### src/rtl/frame_capture.sv
// frame_capture: raster-order pixel sink into a SIZE x SIZE buffer with a registered read port.
// Optional macro FRAME_CAPTURE_STATS_EN adds white_count (all-ones pixels accepted this frame).
module frame_capture #(
  parameter int SIZE  = 10,
  parameter int PIX_W = 8
) (
  input  logic             clk,
  input  logic             rst,
  input  logic             start,
  input  logic [PIX_W-1:0] pix_in,
  input  logic             pix_valid,
  output logic             pix_ready,
  output logic             busy,
  output logic             frame_done,
  output logic             frame_valid,
  input  logic [7:0]       rd_row,
  input  logic [7:0]       rd_col,
`ifdef FRAME_CAPTURE_STATS_EN
  output logic [15:0]      white_count,
`endif
  output logic [PIX_W-1:0] rd_data
);

  localparam int DEPTH = SIZE * SIZE;
  localparam int AW = (DEPTH > 1) ? $clog2(DEPTH) : 1;
  localparam logic [7:0] LAST  = 8'(SIZE - 1);
  localparam logic [7:0] LIMIT = 8'(SIZE);

  typedef enum logic [1:0] {IDLE, CAPTURE, DONE} state_t;

  state_t           r_state;
  state_t           w_nextState;
  logic [7:0]       r_row;
  logic [7:0]       r_col;
  logic             w_accept;
  logic             w_lastAccept;
  logic [AW-1:0]    w_wrAddr;
  logic [AW-1:0]    w_rdAddr;
  logic             w_rdInRange;
  logic [PIX_W-1:0] r_mem [0:(1<<AW)-1];

  // Buffer is flattened row-major; row/col never exceed SIZE-1 when used, so AW bits suffice.
  assign w_wrAddr    = AW'(r_row) * AW'(SIZE) + AW'(r_col);
  assign w_rdAddr    = AW'(rd_row) * AW'(SIZE) + AW'(rd_col);
  assign w_rdInRange = (rd_row < LIMIT) && (rd_col < LIMIT);

  always_ff @(posedge clk or posedge rst) begin
    if (rst) r_state <= IDLE;
    else     r_state <= w_nextState;
  end

  // A start in CAPTURE wins over a simultaneous pixel, so that pixel is dropped.
  always_comb begin
    w_nextState  = r_state;
    pix_ready    = 1'b0;
    busy         = 1'b0;
    w_accept     = 1'b0;
    w_lastAccept = 1'b0;
    case (r_state)
      IDLE: begin
        if (start) w_nextState = CAPTURE;
      end
      CAPTURE: begin
        pix_ready    = 1'b1;
        busy         = 1'b1;
        w_accept     = pix_valid & ~start;
        w_lastAccept = w_accept && (r_row == LAST) && (r_col == LAST);
        if (w_lastAccept) w_nextState = DONE;
      end
      DONE: begin
        if (start) w_nextState = CAPTURE;
      end
      default: w_nextState = IDLE;
    endcase
  end

  always_ff @(posedge clk or posedge rst) begin
    if (rst) begin
      r_row       <= 8'd0;
      r_col       <= 8'd0;
      frame_done  <= 1'b0;
      frame_valid <= 1'b0;
    end else begin
      frame_done <= w_lastAccept;
      if (start) begin
        r_row       <= 8'd0;
        r_col       <= 8'd0;
        frame_valid <= 1'b0;
      end else if (w_accept) begin
        if (w_lastAccept) frame_valid <= 1'b1;
        if (r_col == LAST) begin
          r_col <= 8'd0;
          r_row <= r_row + 8'd1;
        end else begin
          r_col <= r_col + 8'd1;
        end
      end
    end
  end

  always_ff @(posedge clk) begin
    if (w_accept) r_mem[w_wrAddr] <= pix_in;
  end

  // Read sees the pre-write contents when it hits the location being written this cycle.
  always_ff @(posedge clk or posedge rst) begin
    if (rst)              rd_data <= '0;
    else if (w_rdInRange) rd_data <= r_mem[w_rdAddr];
    else                  rd_data <= '0;
  end

`ifdef FRAME_CAPTURE_STATS_EN
  always_ff @(posedge clk or posedge rst) begin
    if (rst)                                      white_count <= 16'd0;
    else if (start)                               white_count <= 16'd0;
    else if (w_accept && (pix_in == {PIX_W{1'b1}})) white_count <= white_count + 16'd1;
  end
`endif

endmodule

### config.mk
export PLATFORM = sky130hd
export DESIGN_NAME = frame_capture
export DESIGN_NICKNAME = d
export VERILOG_FILES = /design/src/rtl/frame_capture.sv
export SDC_FILE = /design/constraint.sdc
export NUM_CORES = 1
export LEC_CHECK = 0
export CAP_MARGIN = 20
export CORE_MARGIN = 4
export CORE_UTILIZATION = 45
export DETAILED_ROUTE_END_ITERATION = 10
export PLACE_DENSITY_LB_ADDON = 0.25
export SYNTH_ARGS = -nofsm -noshare
export SYNTH_HDL_FRONTEND = slang
export SYNTH_SLANG_ARGS = --single-unit
### constraint.sdc
create_clock -name clk -period 8.96 [get_ports clk]
set_clock_uncertainty 0.1 [all_clocks]
set_input_delay 0.896 -clock clk [delete_from_list [all_inputs] [get_ports clk]]
set_output_delay 0.896 -clock clk [all_outputs]
set_load 0.005 [all_outputs]
* After elaboration in Yosys (flattened, before gate mapping)
Memory sizes are Yosys's and may differ from the RTL's.
Cells that the tools add are included.
** Storage, ports and cells
- Flip-flop bits (word level) :: 28
- Memory bits (writable) :: 1024
- Bits of input ports :: 28
- Output and inout bits :: 12
- Memories kept :: 1
** Memories
- r_mem :: depth 128, width 8, rd ports 1, clocked after memory_dff 0, write ports 1, RTL line 40 : logic [PIX_W-1:0] r_mem [0:(1<<AW)-1];
** Operators by class
- Add/subtract/negate cells :: 4
- Multiply operators :: 2
- Order comparisons :: 2
- Equal/unequal tests :: 6
- Multiplexer cells :: 18
- Bitwise operators :: 2
- Reductions and logical operators :: 11
** Operators with widths (count)
- $mux W8 :: 7
- $add A8 B1 Y8 const B :: 2
- $eq A8 B4 Y1 const B :: 2
- $lt A8 B4 Y1 const B :: 2
- $add A7 B7 Y7 :: 2
- $mul A7 B3 Y6 const B :: 2
- $mux W1 :: 8
- $reduce_and A2 Y1 :: 3
- $reduce_bool A2 Y1 :: 3
- $mux W2 :: 2
- $pmux W2 S2 :: 1
- $logic_and A1 B1 Y1 :: 3
- $eq A2 B1 Y1 const B :: 1
- $eq A2 B2 Y1 const B :: 1
- $logic_not A2 Y1 :: 1
- $ne A2 B1 Y1 const B :: 1
- $ne A2 B2 Y1 const B :: 1
- $reduce_or A2 Y1 :: 1
- $and A1 B1 Y1 :: 1
- $not A1 Y1 :: 1

* Longest topological paths before layout
Gate-level depths: netlist (run 1).
- Depth after elaboration :: 8
- Gate-level depth with buffers :: 12
- Mapped depth without buffers :: 10

* Worst setup path after synthesis (run 1)
No wires, ideal clock.
- Path type :: input-to-reg
- From :: input rd_row[1]
- To :: register rd_data[6]
- Library setup time :: 0.122 ns
- Arrival time :: 3.430 ns
- Required time :: 8.738 ns
- Path slack :: 5.309 ns
- Cell stages on the path :: 8
- Path buffers :: 0
- Cells stage by stage :: ha_1 ha_1 fa_1 ha_1 xor2_1 mux4_2 a211o_1 a32o_1
** On the way
- Longest elaborated chain between the ends :: 4
- Elaborated cells on any way between the ends :: 6
** RTL lines
- from (decl) :: RTL line 16 : input logic [7:0] rd_row,
- $mul A7 B3 Y6 :: RTL line 44 : assign w_rdAddr = AW'(rd_row) * AW'(SIZE) + AW'(rd_col);
- $add A7 B7 Y7 :: RTL line 44
- $mem_v2 Z128 W8
- $mux W8 * :: RTL line 108 : else if (w_rdInRange) rd_data <= r_mem[w_rdAddr];
- to (signal assigned) :: RTL line 108
- to (decl) :: RTL line 21 : output logic [PIX_W-1:0] rd_data
Every way passes the cells marked *; elsewhere a longest branch is shown, timed or not.
A chain may end at the register's enable or synchronous reset.

* Worst setup path in the final report (run 1)
- From :: input rd_row[0]
- To :: register rd_data[0]
Same word-level chain as after synthesis.

==> metrics.yaml, run 1 <==
clk_latency_ns: 0.67
die_h_um: 313
syn_area_mm2: 0.0417
synth.avg_cell_area_um2: 20.0
cts_buffer_depth: 3
dr.pass1.iters: 6
core_mm2: 0.0918
ir_worst_vdd_mv: 0.165
hold_slack_ns: 0.393
synth.distinct_cells: 55
hpwlAfterDp_um: 63900
drt_first_iter_violations: 2490
p_per_area_mw_per_mm2: 233
grt_pass1_vias: 21100
yosysTopAreaCellShare: 0.737
reg2reg_from: "r_row[1]"
root_buffer: "clkbuf_16"
synth_nets: 2138
postCtsHoldBufs: 0
crit_path_start_kind: "input pin"
htreeDepth: 3
drt-total-wl_um: 105000
ff2ff_setup_slack_ns: 4.76
fin_crit_ns: 4.62
min_path_type: "reg2reg"
cts_sinks: 1052
status: "finished clean"
grt_usage: 0.214
crit_chain: "clkdlybuf4s50_1 > ha_1 > ha_1 > xor2_4 > buf_4 > buf_4 > mux4_2 > mux2i_1 > a32o_1 > o22ai_1 > a22o_1"
cap_violations: 0
hold_start: "r_row[7]"
worst_slack_ns: 4.34
drv_slew: 0
yosys_warnings: 0
hold_path_depth: 1
synth_area_leader_cell: "edfxtp_1"
fin_crit_sh: 0.516
slew_headroom: 0.261
core.rowCount: 111
setup_viol: 0
start_util: 0.455
crit_slowest_cell: "buf_4"
nNetsFinal: 2214
io_pins: 40
async_flop_share: 0.0266
ff2ff_path_depth: 11
grt_max_degree: 113
drc: 0
ant_nets: 0
synth_edf_count: 1024
slowest_delay_ns: 0.75
syn_inst: 2084
synth_area_leaders: "edfxtp_1, mux4_2, dfrtp_1"
post_cts_resized: 0
cts_setup_buffers: 0
timing.fmax_mhz: 216
antenna_found_initial: 2
die_area_mm2: 0.0977
die_w_um: 313
setup-tns-final_ns: 0
num_vias: 21000
ys_ff_latch: 1052
cts_tree: "done"
leakagePower_uw: 0.0148
crit_arrival_ns: 5.12
ys_seq_area_frac: 0.754
cts-buffers-inserted: 108
worstSetupPathType: "in2reg"
rsz0062_at_grt: "false"
cts.clk_slew.worst_paths_ns: 0.06
path_max_fanout: 61
dpl_worst_slack_ns: 3.67
r2r_end: "r_mem[66][4]"
whs_endpoint: "r_row[7]"
drive_gt1_frac: 0.218
cp.required_ns: 9.46
grt-ovfl-total: 0
syn_to_final_growth_pct: 12.9
wl_per_cell_um: 29.9
io_buffers: 39
synth_ff_type: "edfxtp_1"
via_per_inst: 5.99
grt_pass1_wl_um: 151000
hold_violations: 0
worst_pin_slew_ns: 1.10
worstSetupEndpointType: "register"
place_congestion: 0.841
## cells in the final DEF, fill, tap and decap left out, types with 17 or more instances in the layout
master	count
mux2i_1	18
buf_4	38
a21oi_1	24
nand4_1	40
clkinv_2	21
mux4_2	270
clkdlybuf4s50_1	30
a22oi_1	17
edfxtp_1	1024
nand2_1	167
nor2_1	162
clkinv_1	20
ha_1	21
clkbuf_16	111
nand3_1	28
clkbuf_1	25
dfrtp_1	28
## per-layer routing
metal,part of all wire,up-vias,global-route usage,routed length [um]
met3,0.090,171,0.0479,9400
met2,0.48,997,0.341,50400
met4,0.026,0,0.0576,2700
li1,-,8665,-,-
met5,0,-,0,0
met1,0.40,11100,0.302,42200
## through the flow
step           total power, uW   util  instances  instance area (um2)
2_1_floorplan             6130      -       2084                41700
3_3_place_gp              6580  0.473       3285                43400
3_5_place_dp              6590  0.473       3288                43500
4_1_cts                  11000  0.512       3491                47000
5_1_grt                  11300  0.513       3496                47100
6_report                 11000  0.513       3498                47100
## Yosys cell counts (all sizes together), types with 15 or more instances
cell	n
nand4	40
xnor2	16
ha	22
mux4	270
nand3	28
o21ai	15
nor2	163
edfxtp	1024
nand2	167
clkbuf	40
buf	72
mux2i	18
a21oi	25
a22oi	17
dfrtp	28
## power breakdown
| part | internal [uW] | leakage [uW] | switching, uW |
|---|---|---|---|
| Sequential | 5400 | 0.00959 | 2.22 |
| Clock | 2620 | 0.00173 | 1860 |
| Combinational | 371 | 0.00348 | 716 |
## layout make-up
class	instances	area (um2)
antenna	2	5.00
clock buffer	140	2930
clock inverter	63	623
fill	7230	44700
inverter	13	48.8
multi-input combinational	907	9740
sequential	1052	31500
tap	1243	1560
timing repair buffer	78	768
## worst max-delay path by stage
stage	from	endpoint	slack, ns	cells after the start
floorplan	rd_row[1]	rd_data[6]	5.31	8
global placement	rd_row[0]	rd_data[7]	3.71	9
detailed placement	rd_row[0]	rd_data[3]	3.67	10
CTS	r_row[1]	r_mem[70][3]	4.17	10
global route	rd_row[0]	rd_data[2]	4.02	12
finish	rd_row[0]	rd_data[0]	4.34	11
## logic make-up (layout without fill, tap and decap cells)
kind of cell	Yosys count	in the layout	synth area share
buf+inv	125	294	0.0147
flops	1052	1052	0.754
simple gates	442	442	0.0463
xor+xnor	29	29	0.00609
mux	295	295	0.152
compound gates	115	115	0.0189
fa+ha+maj	26	26	0.00851
other cells	0	2	0
## worst max-delay path: cells and delay by family
| family | cells | cell delay, ns |
|---|---|---|
| mux | 2 | 0.50 |
| fa+ha+maj | 2 | 0.79 |
| xor+xnor | 1 | 0.16 |
| compound gates | 3 | 0.90 |
| buf+inv | 3 | 1.74 |
## state kept, by name (all words and copies together) (netlist names)
register,count
r_mem,1024
frame_done,1
frame_valid,1
r_state,2
r_row,8
r_col,8
rd_data,8
Note: power is estimated with default switching activity, not from simulation.
==> run 2, diff against run 1 <==
Clock period 8.96 ns to 3.8 ns, I/O delays scaled along.
==> metrics.yaml, run 2 (synthesis results as in run 1) <==
nNetsFinal: 2449  # +11%
die_area_mm2: 0.0977  # unchanged
p_switching_uw: 6110  # +140%
seqPwrFrac: 0.486  # -0.007
cts.clk_slew.worst_paths_ns: 0.06  # about the same
root_buffer: "clkbuf_16"
grt_use_met3: 0.0483  # +0.000332
rsz0062_at_grt: "false"
p_per_area_mw_per_mm2: 533  # +130%
crit_arrival_ns: 3.90  # -1.22 ns
cts_sinks: 1052  # unchanged
swShare: 0.233  # -0.00164
n_antenna_cell: 0  # -2
cp.required_ns: 4.06  # -5.40 ns
via_per_inst: 5.87  # -2.1%
drt_first_iter_violations: 2630  # +5.6%
htreeDepth: 3  # unchanged
hpwlAfterDp_um: 69200  # +8.3%
worst_pin_slew_ns: 1.14  # +0.0370 ns
min_path_type: "in2reg"
grt-ovfl-total: 0  # unchanged
crit_path_start_kind: "register"
drt-total-wl_um: 106000  # +1.8%
grt_usage: 0.219  # +0.00492
layout_commonest_cell: "edfxtp_1"
cts_tree: "done"
ff2ff_path_depth: 12  # +1
antenna_found_initial: 1  # -1
core_mm2: 0.0918  # unchanged
crit_top_cell: "ha_1"
clk_latency_ns: 0.68  # about the same
cts-buffers-inserted: 108  # unchanged
start_util: 0.455  # unchanged
hold_slack_ns: 0.108  # -0.285 ns
dpl_worst_slack_ns: -0.180  # -3.85 ns
ir_worst_vdd_mv: 0.322  # +95%
ff2ff_setup_slack_ns: 0.16  # -4.60 ns
core.rowCount: 111  # unchanged
fin_crit_ns: 3.64
drive_gt1_frac: 0.293  # +0.0746
hold_violations: 0  # unchanged
die_w_um: 313  # unchanged
timing.fmax_mhz: 275
die_h_um: 313  # unchanged
cts_setup_buffers: 0  # unchanged
ant_nets: 0  # unchanged
dr.pass1.iters: 5  # -1
stdcell_area_mm2: 0.0492  # +4.3%
slowest_delay_ns: 0.53  # -0.22 ns
io_pins: 40  # unchanged
combPwrFrac: 0.111  # +0.012
drv_slew: 0  # unchanged
fin_crit_sh: 0.958
grt_pass1_wl_um: 156000  # +2.9%
num_vias: 21800  # +4.2%
path_max_fanout: 32  # -48%
gr-usage-met2: 0.349  # +0.00830
worstSetupEndpointType: "register"
p_clk_frac: 0.403  # -0.005
status: "finished clean"
worst_slack_ns: 0.160  # -4.18 ns
r2r_end: "r_mem[54][5]"
grt_max_degree: 129  # +14%
grt_pass1_vias: 22200  # +4.9%
hold_start: "pix_in[5]"
setup-tns-final_ns: 0  # unchanged
regMostFlops: "r_mem"
place_congestion: 0.931  # +11%
largest_reg_flops: 1024  # unchanged
syn_to_final_growth_pct: 17.8
drc: 0  # unchanged
place_area_mm2: 0.0456  # +4.8%
crit_slowest_cell: "fa_1"
reg2reg_from: "r_row[2]"
slew_headroom: 0.232  # -0.0290
hold_path_depth: 1  # unchanged
io_buffers: 39  # unchanged
whs_endpoint: "r_mem[80][5]"
final_cell_mix: "edfxtp_1, mux4_2, buf_4"
worstSetupPathType: "reg2reg"
crit_chain: "ha_1 > ha_1 > inv_1 > fa_1 > inv_1 > ha_1 > a21oi_1 > xor2_1 > nand2_1 > buf_4 > nor2_1 > buf_4"
busiest_layer: "met2"
grt_util_met1: 0.308  # +0.00569
cap_violations: 0  # unchanged
leakagePower_uw: 0.0161  # +8.9%
setup_viol: 0  # unchanged
cts_buffer_depth: 3  # unchanged
p_int_uw: 20100  # +140%
wl_per_cell_um: 28.6  # -4.3%
-- run 2: cell types whose count changed in the layout (fill, tap and decap cells not counted), sizes merged, moves of 2 or more --
cell    delta
buf      +234
bufinv     +2
clkbuf    -14
clkinv     +5
diode      -2
inv        -2
-- run 2: layout make-up --
| class | count | area, um2 |
|---|---|---|
| Clock buffer | 126 | 2840 |
| Clock inverter | 67 | 694 |
| Fill cell | 7053 | 42600 |
| Inverter | 13 | 48.8 |
| Multi-Input combinational cell | 907 | 9740 |
| Sequential cell | 1052 | 31500 |
| Tap cell | 1243 | 1560 |
| Timing Repair Buffer | 313 | 2830 |
-- run 2: power groups by stage --
stage,logic (uW),registers [uW],clock network [uW]
floorplan,1470,13000,0
CTS,2900,12700,10700
finish,2920,12700,10600
global placement,2860,13000,0
detailed placement,2880,13000,0
global route,3060,12700,11200
-- run 2: what timing repair did --
item / CTS / global route
endpoints found under the hold margin: 7 / 0
hold buffers: 1 / 0
gates resized for setup: 0 / 1
endpoints found under the setup margin: 0 / 206
-- run 2: per-layer routing --
metal  vias to the layer above  share of wire
met2                       911           0.48
met5                         -        0.00079
met4                         2          0.026
met3                       167          0.084
met1                     11600           0.41
li1                       9124              -
-- run 2: how the worst max path moves through the flow --
stage / start / depth (start not counted) / end / slack [ns]
6_report: r_row[2] / 12 / r_mem[54][5] / 0.16
5_1_grt: r_row[2] / 12 / r_mem[31][0] / 0.007
4_1_cts: r_row[2] / 12 / r_mem[31][0] / 0.12
3_5_place_dp: rd_row[0] / 11 / rd_data[0] / -0.18
3_3_place_gp: rd_row[1] / 11 / rd_data[6] / -0.17
2_1_floorplan: r_row[1] / 11 / r_mem[54][0] / 0.41
-- run 2: stage by stage --
| stage | total power (uW) | utilization | std cells |
|---|---|---|---|
| finish | 26200 | 0.535 | 3721 |
| global route | 27000 | 0.535 | 3721 |
| CTS | 26400 | 0.535 | 3719 |
| detailed placement | 15900 | 0.496 | 3525 |
| global placement | 15800 | 0.496 | 3525 |
| floorplan | 14400 | - | 2084 |
-- run 2: worst max-delay path: cells and delay by family (launching register included) --
kind	cells	cell delay (ns)
simple gates	2	0.34
buf+inv	4	0.61
xor+xnor	1	0.26
fa+ha+maj	4	1.22
compound gates	1	0.26
flops	1	0.50
